$ cat config.mk
export PLATFORM = sky130hd
export DESIGN_NAME = stage_memory_vlsu
export DESIGN_NICKNAME = d
export VERILOG_FILES = /design/src/rtl/vlsu_pkg.sv /design/src/rtl/vlsu_sequencer.sv /design/src/rtl/stage_memory_vlsu.sv
export SDC_FILE = /design/constraint.sdc
export NUM_CORES = 1
export LEC_CHECK = 0
export CAP_MARGIN = 20
export CORE_AREA = 2 2 396 398
export DETAILED_ROUTE_END_ITERATION = 10
export DIE_AREA = 0 0 398 400
export PLACE_DENSITY_LB_ADDON = 0.3
export REMOVE_ABC_BUFFERS = 1
export SKIP_LAST_GASP = 1
export SLEW_MARGIN = 20
export SYNTH_ARGS = -nofsm -noshare
export SYNTH_HDL_FRONTEND = slang
export SYNTH_SLANG_ARGS = --single-unit
export TNS_END_PERCENT = 100
$ cat constraint.sdc
create_clock -name clk -period 13 [get_ports clk]
set_clock_uncertainty 0.2 [all_clocks]
set_input_delay 3.9 -clock clk [delete_from_list [all_inputs] [get_ports clk]]
set_output_delay 3.9 -clock clk [all_outputs]
set_load 0.01 [all_outputs]
$ cat src/rtl/vlsu_pkg.sv
// vlsu_pkg: shared constants and FSM state type for the vector load/store unit.
package vlsu_pkg;
  localparam int XLEN = 32;
  localparam int LANES_DEF = 4;
  typedef enum logic [1:0] {S_IDLE, S_ISSUE, S_WAIT, S_DONE} state_e;
endpackage

$ cat src/rtl/vlsu_sequencer.sv
// vlsu_sequencer: per-lane memory access FSM, lane counter, address generator and read buffer.
module vlsu_sequencer import vlsu_pkg::*; #(
  parameter int LANES = LANES_DEF
) (
  input  logic                    clk,
  input  logic                    reset,
  input  logic                    mem_read,
  input  logic                    mem_write,
  input  logic                    vector_op,
  input  logic [XLEN-1:0]         base,
  input  logic [XLEN-1:0]         stride,
  input  logic [XLEN*LANES-1:0]   wdata,
  input  logic                    dmem_ready,
  input  logic                    dmem_rvalid,
  input  logic [XLEN-1:0]         dmem_rdata,
  output logic                    dmem_req,
  output logic                    dmem_we,
  output logic [XLEN-1:0]         dmem_addr,
  output logic [XLEN-1:0]         dmem_wdata,
  output logic                    stall,
  output logic [XLEN*LANES-1:0]   rbuf
);
  state_e state_q, state_d;
  logic [2:0] lane_q, lane_d;
  logic [XLEN*LANES-1:0] rbuf_q, rbuf_d;
  logic [XLEN-1:0] lane_wdata;
  logic start, last;
  assign start = mem_read | mem_write;
  assign last = ~vector_op | (lane_q == 3'(LANES-1));
  always_comb begin
    lane_wdata = '0;
    for (int i = 0; i < LANES; i++) if (lane_q == 3'(i)) lane_wdata = wdata[i*XLEN +: XLEN];
  end
  always_comb begin
    state_d = state_q;
    lane_d = lane_q;
    rbuf_d = rbuf_q;
    case (state_q)
      S_IDLE: if (start) begin
        state_d = S_ISSUE;
        rbuf_d = '0;
      end
      S_ISSUE: if (dmem_ready) begin
        state_d = ~mem_write ? S_WAIT : last ? S_DONE : S_ISSUE;
        lane_d = (mem_write & ~last) ? lane_q + 3'd1 : lane_q;
      end
      S_WAIT: if (dmem_rvalid) begin
        for (int i = 0; i < LANES; i++) if (lane_q == 3'(i)) rbuf_d[i*XLEN +: XLEN] = dmem_rdata;
        state_d = last ? S_DONE : S_ISSUE;
        lane_d = last ? lane_q : lane_q + 3'd1;
      end
      default: begin
        state_d = S_IDLE;
        lane_d = '0;
      end
    endcase
  end
  always_ff @(posedge clk) begin
    if (reset) begin
      state_q <= S_IDLE;
      lane_q <= '0;
      rbuf_q <= '0;
    end else begin
      state_q <= state_d;
      lane_q <= lane_d;
      rbuf_q <= rbuf_d;
    end
  end
  assign dmem_req = state_q == S_ISSUE;
  assign dmem_we = dmem_req & mem_write;
  assign dmem_addr = base + 32'(lane_q) * stride;
  assign dmem_wdata = dmem_req ? lane_wdata : '0;
  assign stall = (state_q == S_IDLE & start) | state_q == S_ISSUE | state_q == S_WAIT;
  assign rbuf = rbuf_q;
endmodule

$ cat src/rtl/stage_memory_vlsu.sv
// stage_memory_vlsu: memory pipeline stage with lane-serial vector load/store and MEM->WB register.
// Define VLSU_STRIDE_EN to add the mem_stride port (otherwise lane stride is fixed at 4 bytes).
module stage_memory_vlsu import vlsu_pkg::*; #(
  parameter int LANES = LANES_DEF
) (
  input  logic                  clk,
  input  logic                  reset,
  input  logic                  wb_clear,
  input  logic                  wb_stall,
  input  logic [31:0]           mem_instr,
  input  logic                  mem_reg_write,
  input  logic                  mem_mem_write,
  input  logic                  mem_mem_read,
  input  logic                  mem_vector_op,
  input  logic [1:0]            mem_result_src,
  input  logic [32*LANES-1:0]   mem_alu_result,
  input  logic [32*LANES-1:0]   mem_write_data,
  input  logic [32*LANES-1:0]   mem_imm_ext,
  input  logic [31:0]           mem_pc_plus_4,
  input  logic [4:0]            mem_rd,
`ifdef VLSU_STRIDE_EN
  input  logic [31:0]           mem_stride,
`endif
  output logic                  dmem_req,
  output logic                  dmem_we,
  output logic [31:0]           dmem_addr,
  output logic [31:0]           dmem_wdata,
  input  logic                  dmem_ready,
  input  logic                  dmem_rvalid,
  input  logic [31:0]           dmem_rdata,
  output logic                  mem_stall_all,
  output logic [31:0]           wb_instr,
  output logic [31:0]           wb_pc_plus_4,
  output logic                  wb_reg_write,
  output logic                  wb_vector_op,
  output logic [1:0]            wb_result_src,
  output logic [32*LANES-1:0]   wb_alu_result,
  output logic [32*LANES-1:0]   wb_read_result,
  output logic [32*LANES-1:0]   wb_imm_ext,
  output logic [4:0]            wb_rd
);
  localparam int VW = XLEN*LANES;
  typedef struct packed {
    logic [31:0]   instr;
    logic [31:0]   pc;
    logic          reg_write;
    logic          vector_op;
    logic [1:0]    result_src;
    logic [VW-1:0] alu;
    logic [VW-1:0] rres;
    logic [VW-1:0] imm;
    logic [4:0]    rd;
  } wb_t;
  logic [XLEN-1:0] stride;
  logic [VW-1:0] rbuf;
  wb_t wb_q, wb_d, wb_in, wb_clr;
`ifdef VLSU_STRIDE_EN
  assign stride = mem_stride;
`else
  assign stride = XLEN'(4);
`endif
  vlsu_sequencer #(.LANES(LANES)) u_seq (
    .clk(clk), .reset(reset),
    .mem_read(mem_mem_read), .mem_write(mem_mem_write), .vector_op(mem_vector_op),
    .base(mem_alu_result[XLEN-1:0]), .stride(stride), .wdata(mem_write_data),
    .dmem_ready(dmem_ready), .dmem_rvalid(dmem_rvalid), .dmem_rdata(dmem_rdata),
    .dmem_req(dmem_req), .dmem_we(dmem_we), .dmem_addr(dmem_addr), .dmem_wdata(dmem_wdata),
    .stall(mem_stall_all), .rbuf(rbuf)
  );
  always_comb begin
    wb_in = '{instr: mem_instr, pc: mem_pc_plus_4, reg_write: mem_reg_write,
              vector_op: mem_vector_op, result_src: mem_result_src, alu: mem_alu_result,
              rres: rbuf, imm: mem_imm_ext, rd: mem_rd};
    wb_clr = '0;
    wb_clr.instr = wb_q.instr;
    wb_d = wb_clear ? wb_clr : (~wb_stall & ~mem_stall_all) ? wb_in : wb_q;
  end
  always_ff @(posedge clk) wb_q <= reset ? '0 : wb_d;
  assign wb_instr = wb_q.instr;
  assign wb_pc_plus_4 = wb_q.pc;
  assign wb_reg_write = wb_q.reg_write;
  assign wb_vector_op = wb_q.vector_op;
  assign wb_result_src = wb_q.result_src;
  assign wb_alu_result = wb_q.alu;
  assign wb_read_result = wb_q.rres;
  assign wb_imm_ext = wb_q.imm;
  assign wb_rd = wb_q.rd;
endmodule
==> flow_summary.json, run 1 <==
{
  "synth.avg_cell_area_um2": 8.29,
  "period_share_pct": 86.2,
  "track_usage_pct": 13.7,
  "fmax_mhz": 89.3,
  "cts_max_path_buffers": 3,
  "io_buffers": 1020,
  "die_h_um": 400,
  "antenna_found_initial": 26,
  "ys_types": 46,
  "synth_compound_area_share_pct": 12.5,
  "finalCoreUtilization_pct": 24.0,
  "initial_core_util_pct": 14.6,
  "dr.pass1.iters": 5,
  "cts_made_buffers": 76,
  "top_layer": "met5",
  "netlist_instances": 2728,
  "synth_top_area_share_pct": 52.3,
  "min_to": "wb_read_result[26]",
  "r2r_cells": 8,
  "vdd_drop_max_mv": 0.141,
  "p_leak_nw": 12.8,
  "grt_first_pass_wirelength_mm": 158,
  "synth_top_family_by_area": "simple AND/OR/NAND/NOR gates",
  "drv_cap": 0,
  "critPathMaxFanout": 9,
  "yosysSeqAreaShare_pct": 52.3,
  "vias_per_cell": 3.82,
  "gp_congestion": 0.949,
  "root_buffer": "clkbuf_16",
  "crit_top_cell": "clkdlybuf4s50_1",
  "whs_path_depth": 2,
  "rows": 145,
  "criticalPathCategory": "primary input to output port",
  "hp-start": "u_seq.rbuf[26]",
  "reg2reg_slack_ps": 8900,
  "wirelength_mm": 116,
  "finalSetupTns_ps": 0,
  "cp.required_ps": 8900,
  "worst-path-buf-inv": 3,
  "ctsHoldBuffers": 0,
  "wl_met3_mm": 9.25,
  "drv_slew": 0,
  "yosys.area_share.simple_pct": 21.7,
  "p_per_area_mw_per_mm2": 156,
  "cpPeakStageDelay_ps": 750,
  "hpwl_mm": 84.2,
  "synthTopCellsByCount": "890 x nand2_1, 590 x dfxtp_1, 432 x a21oi_1",
  "setup_viol": 0,
  "synth_top_flop_cell": "dfxtp_1",
  "met1Wirelength_mm": 47.2,
  "crit_path_start_kind": "primary input",
  "synth_enable_flop_cells": 0,
  "wl_met2_mm": 55.9,
  "final_layout_size_suffix_gt1_share_pct": 4.37,
  "worstMarginPinSlew_ps": 1050,
  "yosys_register_bits": 590,
  "core_mm2": 0.155,
  "cts_setup_buffers": 0,
  "path_delay_family": "buffers and inverters",
  "cpMaxStageDelayCell": "a2111oi_4",
  "status": "finished clean",
  "cts_tree": "built",
  "synthXorXnorAreaFrac_pct": 1.09,
  "drtIter0Drc": 1255,
  "grt_max_degree": 161,
  "reg2reg_to": "wb_pc_plus_4[11]",
  "syn_area_mm2": 0.0226,
  "fin_crit_ps": 11200,
  "die_area_mm2": 0.159,
  "slew_headroom_pct": 29.7,
  "synth.most_common_cell": "nand2_1",
  "num_io_pins": 1021,
  "synthAdderAreaFrac_pct": 0.753,
  "end_kind": "output port",
  "post_drt_wl_per_cell_um": 20.1,
  "ctsHtreeMaxLevel": 3,
  "fin_nets": 4156,
  "drc_errors": 0,
  "synthToLayoutAreaGrowth_pct": 64.9,
  "synth-async-reset-ratio_pct": 0,
  "vias": 22100,
  "synth_largest_area_cell": "dfxtp_1",
  "ys_top_cells_by_area": "dfxtp_1 52%, nand2_1 15%, a21oi_1 9.6%",
  "crit_chain": "clkdlybuf4s50_1, ha_1, inv_1, fa_1, nand2b_1, a2111oi_4, nand3_1, xnor2_1, clkdlybuf4s50_1",
  "path_clk_slew_ps": 60,
  "grt_pass1_vias": 21000,
  "ys_warn_count": 0,
  "cts_sinks": 590,
  "ant_nets": 0,
  "reg2reg_from": "u_seq.state_q[1]",
  "insertion_delay_ps": 670,
  "grt-ovfl-total": 0,
  "die_x_um": 398,
  "worst_ep_arrival_time_ps": 7100,
  "hold_viol": 0,
  "rsz0062_at_grt": "no",
  "ctsResizeCount": 0,
  "synth_mux_area_share_pct": 7.19,
  "worst_hold_path_type": "flip-flop to flip-flop"
}
-- how the worst max path moves through the flow --
stage	startpoint	endpoint	slack, ps	cells past startpoint
CTS	mem_alu_result[2]	dmem_addr[30]	1780	9
floorplan	mem_mem_write	wb_alu_result[0]	250	4
global route	mem_alu_result[2]	dmem_addr[30]	1650	9
global placement	mem_alu_result[2]	dmem_addr[30]	1790	9
detailed placement	mem_alu_result[2]	dmem_addr[30]	1790	9
finish	mem_alu_result[2]	dmem_addr[30]	1800	9
-- report_power, final --
group	internal (mW)	switching (mW)
logic	0.680	1.03
clock network	1.24	0.902
registers	1.90	0.0572
-- sequential cells by signal (all words and copies together), names as in the netlist --
name / count
u_seq.lane_q: 3
wb_reg_write: 1
wb_read_result: 128
wb_pc_plus_4: 32
wb_result_src: 2
u_seq.state_q: 2
wb_rd: 5
wb_instr: 32
wb_alu_result: 128
u_seq.rbuf: 128
wb_imm_ext: 128
wb_vector_op: 1
-- final cells by class --
type                       count  area, um2
clock inverter                27        370
fill                       17000     118000
clock buffer                 111       2140
tap                         2058       2570
multi-input combinational   1921       9800
sequential                   590      11800
timing repair buffer        1047      10500
antenna                       10       25.0
inverter                      10       37.5
-- layer usage --
metal	vias up	global-route usage, %
met5	-	0
met3	167	4.98
li1	10800	-
met4	26	4.23
met2	645	23.0
met1	10400	16.2
-- tightest hold or removal path: stages, from the launching register on --
cell	delay, ps
dfxtp_1	310
nand2_1	50
a21oi_1	50
-- cell usage in the layout (no fill, tap or decap), types with 3 or more instances in the layout --
| master | Yosys | routed |
|---|---|---|
| a221oi_1 | 32 | 32 |
| nor2_1 | 197 | 197 |
| clkinv_16 | 0 | 3 |
| a211oi_4 | 3 | 3 |
| nand2_1 | 890 | 890 |
| a21oi_1 | 432 | 432 |
| and2_1 | 65 | 65 |
| clkinv_2 | 0 | 10 |
| nand4_1 | 9 | 9 |
| o31ai_1 | 32 | 32 |
| xnor2_1 | 24 | 24 |
| dfxtp_1 | 590 | 590 |
| clkinvlp_4 | 0 | 3 |
| xor2_1 | 4 | 4 |
| and3_1 | 3 | 3 |
| bufinv_16 | 0 | 4 |
| nand2b_1 | 6 | 6 |
| nor2b_1 | 6 | 4 |
| clkdlybuf4s50_1 | 0 | 1019 |
| mux2i_1 | 161 | 161 |
| buf_4 | 4 | 22 |
| ha_2 | 0 | 3 |
| diode_2 | 0 | 10 |
| clkbuf_8 | 0 | 11 |
| nand3_1 | 11 | 10 |
| clkbuf_16 | 0 | 76 |
| inv_1 | 10 | 10 |
| ha_1 | 12 | 9 |
| buf_12 | 0 | 4 |
| and4_1 | 6 | 6 |
| clkbuf_1 | 104 | 24 |
| o21ai_0 | 3 | 3 |
-- metrics by stage --
step | hold WS (ps) | power, mW | worst slack [ps] | instance area [um2] | instances
2_1_floorplan | 231 | 2.96 | 251 | 21600 | 2521
3_3_place_gp | 238 | 3.74 | 1790 | 34700 | 5624
3_5_place_dp | 240 | 3.76 | 1790 | 34700 | 5626
4_1_cts | 229 | 5.95 | 1780 | 37200 | 5764
5_1_grt | 264 | 6.12 | 1650 | 37200 | 5767
6_report | 226 | 5.82 | 1800 | 37300 | 5774
-- logic make-up after synthesis --
| kind of cell | after synthesis |
|---|---|
| simple gates | 1208 |
| flops | 590 |
| compound gates | 510 |
| buf+inv | 217 |
| mux | 162 |
| xor+xnor | 28 |
| fa+ha+maj | 13 |
No activity file was read; power rests on OpenSTA's default activity.
==> inputs of run 2 (changes only) <==
--- a/config.mk
+++ b/config.mk
@@ -6,9 +6,10 @@
 export NUM_CORES = 1
 export LEC_CHECK = 0
 export CAP_MARGIN = 20
-export CORE_AREA = 2 2 396 398
+export CORE_AREA = 2 2 392 394
+export CTS_BUF_LIST = sky130_fd_sc_hd__clkbuf_2
 export DETAILED_ROUTE_END_ITERATION = 10
-export DIE_AREA = 0 0 398 400
+export DIE_AREA = 0 0 394 396
 export PLACE_DENSITY_LB_ADDON = 0.3
 export REMOVE_ABC_BUFFERS = 1
 export SKIP_LAST_GASP = 1
==> run 2 against run 1 <==
  * Clock power down 31%
  * Hold slack worse by 5.2 ps
  * Register-to-register slack better by 140 ps
  * Largest power group is now sequential cells
==> flow_summary.json, run 2 (synthesis gave the netlist of run 1 again) <==
{
  "crit_path_start_kind": "primary input",
  "ctsHoldBuffers": 0,
  "initial_core_util_pct": 14.9,
  "core_mm2": 0.152,
  "fin_crit_ps": 11230,
  "dr.pass1.iters": 6,
  "met1Wirelength_mm": 46.5,
  "drc_errors": 0,
  "critPathMaxFanout": 9,
  "drv_slew": 0,
  "mostFrequentLayoutCell": "clkdlybuf4s50_1",
  "top_layer": "met5",
  "die_h_um": 396,
  "vdd_drop_max_mv": 0.150,
  "vias_per_cell": 3.87,
  "slew_headroom_pct": 25.4,
  "cp.required_ps": 8900,
  "worst_ep_arrival_time_ps": 7130,
  "p_per_area_mw_per_mm2": 141,
  "power_mw": 5.13,
  "finalSetupTns_ps": 0,
  "ant_nets": 0,
  "cts_sinks": 590,
  "cts_max_path_buffers": 3,
  "setup_viol": 0,
  "cts_tree": "built",
  "track_usage_pct": 14.1,
  "drv_cap": 0,
  "die_x_um": 394,
  "fmax_mhz": 89.1,
  "layout.area.seq_mm2": 0.0118,
  "insertion_delay_ps": 1500,
  "ctsHtreeMaxLevel": 4,
  "period_share_pct": 86.4,
  "ctsResizeCount": 0,
  "rsz0062_at_grt": "no",
  "cts_setup_buffers": 0,
  "worstMarginPinSlew_ps": 1120,
  "p_leak_nw": 12.8,
  "root_buffer": "clkbuf_2",
  "path_clk_slew_ps": 100,
  "status": "finished clean",
  "num_io_pins": 1021,
  "die_area_mm2": 0.156,
  "synthToLayoutAreaGrowth_pct": 60.7,
  "worst_hold_path_type": "flip-flop to flip-flop",
  "io_buffers": 1020,
  "wirelength_mm": 115,
  "grt_max_degree": 171,
  "grt_first_pass_wirelength_mm": 162,
  "cts_made_buffers": 174,
  "final_cell_mix": "1019 x clkdlybuf4s50_1, 890 x nand2_1, 590 x dfxtp_1, 432 x a21oi_1, 250 x clkbuf_2",
  "fin_nets": 4251,
  "hold_viol": 0,
  "hpwl_mm": 82.5,
  "multiInputGateArea_mm2": 0.00980,
  "criticalPathCategory": "primary input to output port",
  "grt-ovfl-total": 0,
  "gp_congestion": 0.958,
  "post_drt_wl_per_cell_um": 19.4,
  "end_kind": "output port",
  "drtIter0Drc": 1089,
  "wl_met3_mm": 9.29,
  "grt_pass1_vias": 22400,
  "rows": 143,
  "final_layout_size_suffix_gt1_share_pct": 8.21,
  "wl_met2_mm": 55.9,
  "vias": 22900,
  "antenna_found_initial": 23,
  "n_fill_cell": 16700
}
run 2: cell count changes in the layout (fill, tap and decap cells not counted), moves of 3 or more:
cell	previous run	this run
clkbuf_8	11	0
bufinv_16	4	1
clkbuf_2	0	250
clkinv_16	3	0
clkbuf_1	24	0
clkinv_1	0	36
buf_4	22	17
clkbuf_16	76	0
buf_12	4	7
run 2: path summary, 6_finish.rpt:
check	start	to	cells past startpoint	slack, ps
setup / recovery	mem_alu_result[2]	dmem_addr[28]	9	1770
hold / removal	u_seq.rbuf[56]	wb_read_result[56]	2	220
setup reg to reg	u_seq.state_q[1]	wb_pc_plus_4[7]	8	9040
hold reg to reg	u_seq.rbuf[56]	wb_read_result[56]	2	220
run 2: per-stage QoR:
step	worst slack [ps]	instance area, um2	util, %	instances	hold slack, ps
after floorplan	251	21600	-	2521	231
after global placement	1740	34700	22.9	5594	239
after detailed placement	1740	34700	22.9	5595	242
after CTS	1740	36300	23.9	5904	197
after global routing	1670	36300	24.0	5914	224
final	1770	36300	24.0	5915	220
run 2: worst max-delay path, cell delays in order:
cell and delay (ps):
clkdlybuf4s50_1 510, ha_1 200, inv_1 60, fa_1 410
nand2b_1 240, a2111oi_4 820, nand4_1 210, xnor2_1 200
clkdlybuf4s50_1 560
run 2: metal layers:
layer | vias to the layer above | GRT usage [%]
li1 | 11100 | -
met1 | 10800 | 16.4
met2 | 781 | 23.7
met3 | 190 | 5.65
met4 | 30 | 4.24
met5 | - | 0
run 2: where the power goes:
part	switching (mW)	internal, mW
registers	0.0562	1.90
clock network	0.913	0.559
logic	1.01	0.682
total	1.98	3.14
run 2: layout make-up:
class | count | share of cell area (%)
antenna | 11 | 0.0758
clock buffer | 250 | 3.45
clock inverter | 59 | 0.978
inverter | 10 | 0.103
multi-input combinational | 1921 | 27.0
sequential | 590 | 32.5
tap | 2030 | 6.99
timing repair buffer | 1044 | 28.9
